File: src/rtl/open_list_cmd_ctrl.sv
// Command front-end for the systolic open-list min-queue: turns valid/ready commands into
// single-cycle queue pulses, enforces a settle gap, returns results and tracks occupancy.
module open_list_cmd_ctrl #(
  parameter int DATA_WIDTH = 32,
  parameter int GAP_CYCLES = 1,
  parameter int CNT_WIDTH  = 16
) (
  input  logic                  CLK,
  input  logic                  RSTn,
  input  logic                  s_valid,
  output logic                  s_ready,
  input  logic [1:0]            s_op,
  input  logic [DATA_WIDTH-1:0] s_data,
  output logic                  m_valid,
  input  logic                  m_ready,
  output logic [DATA_WIDTH-1:0] m_data,
  output logic                  m_err,
  output logic                  q_wrt,
  output logic                  q_read,
  output logic [DATA_WIDTH-1:0] q_node_f,
  input  logic                  q_full,
  input  logic                  q_empty,
  input  logic [DATA_WIDTH-1:0] q_head,
  output logic [CNT_WIDTH-1:0]  o_count
);

  typedef enum logic [1:0] {IDLE, ISSUE, GAP} state_t;

  localparam logic [1:0] OP_PEEK = 2'b00;
  localparam logic [1:0] OP_PUSH = 2'b01;
  localparam logic [1:0] OP_POP  = 2'b10;
  localparam logic [1:0] OP_REPL = 2'b11;
  localparam int GW = (GAP_CYCLES > 1) ? $clog2(GAP_CYCLES + 1) : 1;
  localparam logic [CNT_WIDTH-1:0] CNT_MAX = '1;

  state_t                state, state_nxt;
  logic [GW-1:0]         gap_cnt;
  logic                  accept;
  logic                  wrt_d, rd_d, rsp_err, cnt_inc, cnt_dec;
  logic [DATA_WIDTH-1:0] rsp_data;

  assign s_ready = (state == IDLE) && (!m_valid || m_ready);
  assign accept  = s_valid && s_ready;

  // NOTE: sequential state uses non-blocking assignments so every register samples pre-edge values.
  always_ff @(posedge CLK or negedge RSTn) begin
    if (!RSTn) state <= IDLE;
    else       state <= state_nxt;
  end

  // NOTE: every always_comb output gets a default first so no path can infer a latch.
  always_comb begin
    state_nxt = state;
    case (state)
      IDLE:    if (accept) state_nxt = ISSUE;
      ISSUE:   state_nxt = (GAP_CYCLES == 0) ? IDLE : GAP;
      GAP:     if (gap_cnt == GW'(1)) state_nxt = IDLE;
      default: state_nxt = IDLE;
    endcase
  end

  always_ff @(posedge CLK or negedge RSTn) begin
    if (!RSTn)               gap_cnt <= '0;
    else if (state == ISSUE) gap_cnt <= GW'(GAP_CYCLES);
    else if (state == GAP)   gap_cnt <= gap_cnt - GW'(1);
  end

  // Decode against the queue flags seen in the accept cycle; results land in ISSUE.
  always_comb begin
    wrt_d    = 1'b0;
    rd_d     = 1'b0;
    rsp_data = s_data;
    rsp_err  = 1'b0;
    cnt_inc  = 1'b0;
    cnt_dec  = 1'b0;
    case (s_op)
      OP_PUSH: begin
        if (q_full) rsp_err = 1'b1;
        else begin
          wrt_d   = 1'b1;
          cnt_inc = 1'b1;
        end
      end
      OP_POP: begin
        if (q_empty) begin
          rsp_data = '1;
          rsp_err  = 1'b1;
        end else begin
          rd_d     = 1'b1;
          rsp_data = q_head;
          cnt_dec  = 1'b1;
        end
      end
      OP_REPL: begin
        wrt_d = 1'b1;
        rd_d  = 1'b1;
        if (q_empty) begin
          rsp_data = '1;
          cnt_inc  = 1'b1;
        end else begin
          rsp_data = q_head;
        end
      end
      OP_PEEK: begin
        rsp_data = q_head;
        rsp_err  = q_empty;
      end
      default: ;
    endcase
  end

  always_ff @(posedge CLK or negedge RSTn) begin
    if (!RSTn) begin
      m_valid  <= 1'b0;
      m_data   <= '0;
      m_err    <= 1'b0;
      q_wrt    <= 1'b0;
      q_read   <= 1'b0;
      q_node_f <= '0;
      o_count  <= '0;
    end else begin
      q_wrt  <= accept && wrt_d;
      q_read <= accept && rd_d;
      if (accept) begin
        m_valid <= 1'b1;
        m_data  <= rsp_data;
        m_err   <= rsp_err;
        if (wrt_d) q_node_f <= s_data;
        if (cnt_inc && o_count != CNT_MAX)   o_count <= o_count + CNT_WIDTH'(1);
        else if (cnt_dec && o_count != '0)   o_count <= o_count - CNT_WIDTH'(1);
      end else if (m_ready) begin
        m_valid <= 1'b0;
      end
    end
  end

endmodule

File: config.mk
export PLATFORM = sky130hd
export DESIGN_NAME = open_list_cmd_ctrl
export DESIGN_NICKNAME = d
export VERILOG_FILES = /design/src/rtl/open_list_cmd_ctrl.sv
export SDC_FILE = /design/constraint.sdc
export NUM_CORES = 1
export LEC_CHECK = 0
export ABC_AREA = 1
export CAP_MARGIN = 40
export CORE_MARGIN = 10
export CORE_UTILIZATION = 25
export CTS_CLUSTER_SIZE = 24
export DETAILED_ROUTE_END_ITERATION = 12
export GPL_ROUTABILITY_DRIVEN = 1
export GPL_TIMING_DRIVEN = 0
export PLACE_DENSITY = 0.47
export RECOVER_POWER = 100
export SYNTH_ARGS = -nofsm -noshare
export SYNTH_HDL_FRONTEND = slang
export SYNTH_SLANG_ARGS = --single-unit
File: constraint.sdc
create_clock -name CLK -period 6.76 [get_ports CLK]
set_clock_uncertainty 0.05 [all_clocks]
set_input_delay 1.352 -clock CLK [delete_from_list [all_inputs] [get_ports CLK]]
set_output_delay 1.352 -clock CLK [all_outputs]
set_load 0.01 [all_outputs]
# After elaboration in Yosys (flattened, before gate mapping)
# Cells that the tools add are included.
op_classes:
  n_eq_ne: 8
  n_reduce_logical: 18
  n_addsub: 3
  n_mux: 20
op_table:
  columns: ["op", "n"]
  rows:
  - ["32-bit one-hot mux with 2 select lines", 1]
  - ["16-bit 2-to-1 mux", 2]
  - ["32-bit 2-to-1 mux", 1]
  - ["16-bit by 1-bit adder with 16-bit output, second input constant", 1]
  - ["16-bit inequality test, second input constant", 1]
  - ["16-bit nonzero test", 1]
  - ["16-bit by 1-bit subtractor with 16-bit output, second input constant", 1]
  - ["1-bit 2-to-1 mux", 9]
  - ["2-bit == test, second input constant", 3]
  - ["1-bit logical AND", 6]
  - ["1-bit one-hot mux with 2 select lines", 3]
  - ["2-bit one-hot mux with 3 select lines", 1]
  - ["2-bit AND reduction", 3]
  - ["2-bit nonzero test", 3]
  - ["2-bit by 1-bit == test with 1-bit output, second input constant", 2]
  - ["2-bit logical NOT", 2]
  - ["2-bit 2-to-1 mux", 2]
  - ["2-bit inequality test, second input constant", 2]
  - ["1-bit one-hot mux with 3 select lines", 1]
  - ["2-bit OR reduction", 1]
  - ["1-bit logical NOT", 1]
  - ["1-bit logical OR", 1]
  - ["1-bit subtractor, second input constant", 1]
totals:
  out_inout_bits: 85
  register_bits: 87
  elab_cells: 58
  inputBits: 72

# Logic depth before layout (Yosys ltp)
# Gate-level depths: netlist of run 1.
logic_depth:
  depth_word: 6
  mapped_depth: 15
  mapped_depth_nobuf: 15

# Least setup slack after synthesis of run 1
# OpenSTA, ideal clock, no wires.
synth_timing:
  path_type: "input port to flip-flop"
  from: "input port q_full"
  to: "register o_count[15]"
  setup_ps: 117
  path_stages: 14
  arrival_time_ps: 3019
  setup_slack_ps: 3574
  path_buffers: 0
  required_time_ps: 6593
  cell_sequence: "inv_1 o21ai_2 nor2_1 o21ai_2 ha_1 or2_2 nand3_1 nand2_1 nand2_1 nand2_1 inv_1 nand2_1 nand3_1 nand2_1"
synth_between:
  elab_chain_len: 5
synth_rtl:
  columns: ["item", "line_no", "text"]
  rows:
  - ["start, declared", "21", "input logic q_full,"]
  - ["1-bit 2-to-1 mux (*)", "78", "if (q_full) rsp_err = 1'b1;"]
  - ["1-bit one-hot mux with 2 select lines (*)", "76", "case (s_op)"]
  - ["1-bit logical AND (*)", "129", "if (cnt_inc && o_count != CNT_MAX) o_count <= o_count + CNT_WIDTH'(1);"]
  - ["2-bit nonzero test (no line)", null, null]
  - ["2-bit AND reduction (no line)", null, null]
  - ["end signal, assigned", "129", null]
  - ["end signal, assigned", "130", "else if (cnt_dec && o_count != '0) o_count <= o_count - CNT_WIDTH'(1);"]
  - ["end, declared", "24", "output logic [CNT_WIDTH-1:0] o_count"]
# Mark *: on every way between the ends. The rest lies on a longest branch, timed or not.
# A chain may end at the register's enable or synchronous reset.

# Worst setup path after layout of run 1
layout_timing:
  from: "input port s_op[1]"
  to: "register o_count[12]"
layout_between:
  elab_chain_len: 5
layout_rtl:
  columns: ["item", "line_no", "text"]
  rows:
  - ["start, declared", "12", "input logic [1:0] s_op,"]
  - ["2-bit == test / 2-bit by 1-bit == test with 1-bit output (equally long branches)", "76", null]
  - ["1-bit one-hot mux with 2 select lines / 1-bit 2-to-1 mux (equally long branches)", "76", null]
  - ["1-bit logical AND, on equally long branches", "129, 130", null]
  - ["2-bit nonzero test (no line)", null, null]
  - ["2-bit AND reduction (no line)", null, null]
# Parallel ways exist; a longest one is shown, timed or not.

==> run_results.csv, run 1 <==
group,metric,value,unit
detailed_routing,wl_per_cell,16.1,um
global_routing,grtUsageTotal,0.128,
floorplan,ios,157,
synthesis,syn_area_per_cell,8.00,sq um
global_routing,grt_pass1_wl,25000,um
synthesis,ys.flop_type,"dfrtp_1",
synthesis,yosys.area.top_type,"dfrtp_1",
worst_setup_path,rr_startpoint,"o_count[15]",
worst_setup_path,cp_slowest_stage_delay,0.80,ns
global_routing,grt_overflow,0,
power_and_ir_drop,power.density,426,nW/um^2
synthesis,synth.top_cell.area_share,0.458,
power_and_ir_drop,max-vdd-ir-drop,0.144,mV
detailed_routing,ant_nets,0,
timing,fmax,0.221,GHz
worst_setup_path,critical_path_buf_inv_count,2,
clocking,clock-root-buffer,"clkbuf_16",
synthesis,syn_area,4750,sq um
detailed_routing,vias,4482,
hold_path,hold_depth,2,
worst_setup_path,required,6.94,ns
worst_setup_path,rr_worst_depth,11,
timing,timing.hold.ws,0.423,ns
synthesis,synth.area.top_cells,"dfrtp_1 46%, nand2_1 21%, mux2_2 7.6%",
clocking,post_cts_resized,0,
run_status,violations,"capacitance limit, slew limit",
worst_setup_path,reg2reg_to,"o_count[12]",
final_layout,drive_gt1_frac,0.0756,
clocking,h-tree-depth,3,
floorplan,core_area,18700,sq um
timing,slew_headroom,-0.481,
hold_path,hold_class,"reg -> reg",
floorplan,fp.dieH,158,um
worst_setup_path,critPathCaptureType,"flop",
final_layout,diodes,0,
detailed_routing,drt_iter0_drc,149,
worst_setup_path,start_kind,"input port",
detailed_routing,dr.pass1.iters,5,
detailed_routing,drc,0,
timing,worstMarginPinSlew,2.20,ns
timing,final_max_slew_viol_count,53,
worst_setup_path,path_cells,"dlygate4sd3_1 > inv_1 > nor2_1 > nor2_1 > o21ai_0 > ha_1 > or2_2 > and2_0 > nand3_1 > nand4_1 > nand3_1 > nand2_1",
hold_path,hold-path-endpoint,"m_data[3]",
floorplan,initial_utilization,0.254,
clocking,cts_tree,"done",
final_layout,nFillCells,1911,
global_routing,antenna_found_initial,0,
clocking,cts_buffers,9,
timing,finalCritPeriodShare,0.669,
synthesis,synthMostInstantiatedCell,"nand2_1",
job,maxCapViolCount,2,
synthesis,ys_ff_latch,87,
clocking,clock_latency,0.34,ns
floorplan,fp-row-count,50,
timing,final-hold-violation-count,0,
timing,setup_viol,0,
synthesis,ys_types,31,
synthesis,syn_nets,686,
synthesis,ys_seq_area_frac,0.458,
clocking,cts.sinks,87,
final_layout,layout.nets,854,
final_layout,synthToLayoutAreaGrowth,44.8,%
worst_setup_path,startpoint,"s_op[1]",
place,place.gp.congestion,0.802,
final_layout,multiInputGateArea,2330,sq um
detailed_routing,totalWireLength,16100,um
synthesis,synth_cells,594,
floorplan,die_w,158,um
timing,rsz0062_at_grt,"false",
synthesis,synth_edf_count,0,
synthesis,yosys-top-cells-count,"264 x nand2_1, 87 x dfrtp_1, 53 x nand3_1",
global_routing,grt_pass1_vias,4517,
clocking,holdBufCountCts,0,
final_layout,regArea,2180,sq um
run_status,status,"complete, but fails checks",
synthesis,ys_warn_count,0,
floorplan,die_area,24900,sq um
clocking,cts_buffer_depth,2,
worst_setup_path,worst-endpoint-arrival,4.70,ns
worst_setup_path,critPathMaxFanout,18,
worst_setup_path,r2r_slack,2.65,ns
power_and_ir_drop,p_leak,3.36,nW
hold_path,hold_path_startpoint,"m_data[3]",
detailed_routing,vias_per_cell,4.48,
worst_setup_path,crit_slowest_cell,"o21ai_0",
timing,setup_tns,0,ns
worst_setup_path,crit_type,"in -> reg",
worst_setup_path,critical-path-top-delay-family,"simple AND/OR/NAND/NOR gates",
place,dp_hpwl,12700,um
place,port_buffers,156,
synthesis,async_reset_ff_frac,1.00,
global_routing,grt_max_degree,55,
clocking,post_cts_buffers,0,
clocking,path_clk_slew,0.06,ns
timing,period_minus_slack,4.53,ns
==> per-stage QoR <==
stage          worst slack (ns)   util  cells  cell area [sq um]  total power, mW
2_1_floorplan              3.57      -    594               4750             1.77
3_3_place_gp              0.773  0.353    984               6610             2.54
3_5_place_dp               2.68  0.355    985               6630             2.57
4_1_cts                    2.81  0.371   1001               6930             3.09
5_1_grt                    1.97  0.368   1001               6890             3.19
6_report                   2.23  0.368   1001               6890             2.93
==> routing by layer <==
layer | vias up | track usage | routed length [um]
li1 | 2240 | - | -
met1 | 2122 | 0.152 | 6900
met2 | 107 | 0.223 | 7910
met3 | 13 | 0.0353 | 1110
met4 | 0 | 0.0321 | 185
met5 | - | 0 | 0
==> worst register-to-register path: cells and delay by family, from the launching register on <==
family          cells  cell delay [ns]
flops               1             0.48
fa+ha+maj           1             0.52
simple gates        9             1.30
compound gates      1             1.65
==> state kept, by name, summed over array words and instances (netlist names) <==
signal,count
o_count,16
m_data,32
state,2
m_valid,1
m_err,1
q_read,1
gap_cnt,1
q_node_f,32
q_wrt,1
==> logic make-up after synthesis <==
kind of cell             Yosys count  synth area share
multiplexers                      32            0.0758
XOR/XNOR                           8            0.0147
AO/OA/AOI/OAI                     28            0.0326
flip-flops                        87             0.458
AND/OR/NAND/NOR                  368             0.316
buffers and inverters             51            0.0492
adder cells (fa/ha/maj)           20            0.0542
==> how the worst max path moves through the flow <==
stage                       end  slack [ns]  cells past startpoint
global route        o_count[15]        1.97                     15
CTS                     s_ready        2.81                      4
global placement    q_node_f[6]        0.77                      1
detailed placement  o_count[15]        2.68                     14
floorplan           o_count[15]        3.57                     14
finish              o_count[12]        2.23                     12
==> placed cells by master, fill, tap and decap left out, drive strengths merged, types with 15 or more instances in the layout <==
| cell type | synthesis | final |
|---|---|---|
| clkbuf | 8 | 24 |
| clkdlybuf4s50 | 0 | 68 |
| dfrtp | 87 | 87 |
| dlygate4sd3 | 0 | 87 |
| ha | 19 | 19 |
| inv | 31 | 32 |
| mux2 | 32 | 32 |
| nand2 | 266 | 266 |
| nand3 | 53 | 53 |
| nor2 | 35 | 35 |
| o21ai | 15 | 15 |
==> power breakdown <==
| part | switching [mW] | internal, mW | total, mW | leakage, nW |
|---|---|---|---|---|
| Clock | 0.217 | 0.289 | 0.506 | 0.143 |
| Sequential | 0.167 | 0.771 | 0.937 | 1.07 |
| Combinational | 0.777 | 0.711 | 1.49 | 2.15 |
==> cell type report <==
class / instances / area share
inverters: 31 / 0.0169
clock buffers: 10 / 0.0332
repair buffers: 157 / 0.230
multi-input cells: 456 / 0.338
flip-flops and latches: 87 / 0.316
well taps: 234 / 0.0425
plain buffers: 20 / 0.0134
clock inverters: 6 / 0.00999
Note: power is estimated with default switching activity, not from simulation.
==> run 2: changes to the inputs <==
- PLACE_DENSITY: 0.47 -> 0.49
- clock period: 6.76 -> 4.09 ns (I/O delays scaled with it)
==> run 2 against run 1 <==
  * The flow still finishes with violations (capacitance limit, slew limit)
  * Global-route usage about the same
  * Setup slack got worse by 1.4 ns
  * Flip-flop and latch count unchanged
  * Core utilization is 0.24 points higher
  * Cell count did not move
  * Clock power increased by 92%
  * Via count down 0.69%
  * Routed wire length is 1.3% higher
  * Sequential power rose by 64%
==> run_results.csv, run 2 (synthesis gave the netlist of run 1 again) <==
group,metric,value,unit
run_status,violations,"capacitance limit, slew limit",
place,dp_hpwl,12400,um
final_layout,synthToLayoutAreaGrowth,45.8,%
timing,final_max_slew_viol_count,27,
floorplan,fp-row-count,50,
global_routing,grt_max_degree,62,
worst_setup_path,worst-endpoint-arrival,3.40,ns
timing,period_minus_slack,3.22,ns
detailed_routing,drc,0,
place,place.gp.congestion,0.824,
floorplan,die_area,24900,sq um
timing,timing.hold.ws,0.426,ns
power_and_ir_drop,p_switching,1.92,mW
power_and_ir_drop,power.density,717,nW/um^2
detailed_routing,vias,4451,
clocking,post_cts_resized,0,
worst_setup_path,critPathCaptureType,"flop",
detailed_routing,dr.pass1.iters,4,
worst_setup_path,critPathMaxFanout,18,
worst_setup_path,crit_type,"in -> reg",
clocking,h-tree-depth,3,
clocking,clock_latency,0.34,ns
power_and_ir_drop,p_leak,3.38,nW
power_and_ir_drop,internal_power,3.05,mW
power_and_ir_drop,p_sw_frac,0.386,
worst_setup_path,path_cells,"dlygate4sd3_1 > inv_1 > nor2_1 > nor2_1 > o21ai_2 > ha_1 > or2_2 > and2_0 > nand3_1 > nand4_1 > nand3_1 > nand2_1",
final_layout,layout_common_cells,"266 x nand2_1, 87 x dfrtp_1, 87 x dlygate4sd3_1",
final_layout,top_regs,"m_data: 32 flops, q_node_f: 32 flops, o_count: 16 flops",
job,maxCapViolCount,1,
run_status,status,"complete, but fails checks",
detailed_routing,ant_nets,0,
detailed_routing,totalWireLength,16300,um
clocking,cts_tree,"done",
timing,rsz0062_at_grt,"false",
clocking,cts.sinks,87,
detailed_routing,wl_per_cell,16.3,um
clocking,holdBufCountCts,0,
place,port_buffers,156,
power_and_ir_drop,max-vdd-ir-drop,0.284,mV
power_and_ir_drop,power,4.97,mW
floorplan,fp.dieH,158,um
final_layout,multiInputGateArea,2330,sq um
timing,setup_viol,0,
detailed_routing,vias_per_cell,4.45,
power_and_ir_drop,p_seq_frac,0.310,
worst_setup_path,r2r_slack,1.09,ns
global_routing,grt_pass1_vias,4512,
final_layout,layout.nets,854,
clocking,path_clk_slew,0.07,ns
final_layout,drive_gt1_frac,0.0770,
global_routing,grt_overflow,0,
final_layout,final_area,6930,sq um
global_routing,grtUsageTotal,0.128,
clocking,clock-root-buffer,"clkbuf_16",
worst_setup_path,cp_slowest_stage_delay,0.59,ns
floorplan,die_w,158,um
hold_path,hold_class,"reg -> reg",
final_layout,nFillCells,1931,
global_routing,antenna_found_initial,0,
detailed_routing,drt_iter0_drc,170,
global_routing,grt_pass1_wl,24900,um
worst_setup_path,critical-path-top-delay-family,"simple AND/OR/NAND/NOR gates",
floorplan,core_area,18700,sq um
worst_setup_path,critical_path_buf_inv_count,2,
power_and_ir_drop,combPwrFrac,0.494,
timing,worstMarginPinSlew,1.73,ns
timing,final-hold-violation-count,0,
worst_setup_path,required,4.27,ns
floorplan,ios,157,
final_layout,regArea,2180,sq um
worst_setup_path,start_kind,"input port",
worst_setup_path,crit_slowest_cell,"dlygate4sd3_1",
floorplan,initial_utilization,0.254,
clocking,cts_buffer_depth,2,
final_layout,layout_commonest_cell,"nand2_1",
timing,fmax,0.311,GHz
timing,finalCritPeriodShare,0.786,
power_and_ir_drop,power_frac_clock,0.196,
clocking,post_cts_buffers,0,
clocking,cts_buffers,9,
timing,slew_headroom,-0.155,
place,placed_area,6630,sq um
## run 2: worst min-delay path: stages, from the launching register on
cell	delay, ns
dfrtp_1	0.34
nand2_1	0.05
nand2_1	0.05
## run 2: through the flow
step,setup WS (ns),util,cells,setup TNS (ns)
after floorplan,1.44,-,594,0
after global placement,-1.36,0.353,984,-117.99
after detailed placement,0.570,0.355,985,0
after CTS,0.940,0.373,1000,0
after global routing,0.616,0.370,1000,0
final,0.874,0.371,1001,0
## run 2: area by class of cell
type	instances	area share
Multi-Input combinational cell	456	0.336
Sequential cell	87	0.314
Timing Repair Buffer	157	0.228
Tap cell	234	0.0422
Clock buffer	9	0.0325
Clock inverter	6	0.0171
Inverter	31	0.0168
Buffer	20	0.0123
Antenna cell	1	0.000361
## run 2: path summary, 6_finish.rpt
path	startpoint	to	cells after the start
min reg2reg	m_data[3]	m_data[3]	2
min in group asynchronous	RSTn	q_node_f[28]	1
max	s_op[1]	o_count[12]	12
max reg2reg	o_count[9]	o_count[12]	11
min	m_data[3]	m_data[3]	2
max in group asynchronous	RSTn	q_node_f[9]	2
## run 2: power by group through the flow
stage	Sequential [mW]	Combinational (mW)	Clock, mW
6_report	1.54	2.45	0.973
5_1_grt	1.61	2.74	1.04
4_1_cts	1.57	2.67	1.01
3_5_place_dp	1.58	2.65	0
2_1_floorplan	1.72	1.20	0
3_3_place_gp	1.56	2.62	0
## run 2: per-layer routing
layer	vias up	GRT usage	wire length, um
met5	-	0	0
met4	0	0.0378	197
met3	12	0.0369	1190
met2	125	0.214	7930
met1	2078	0.157	7000
li1	2236	-	-
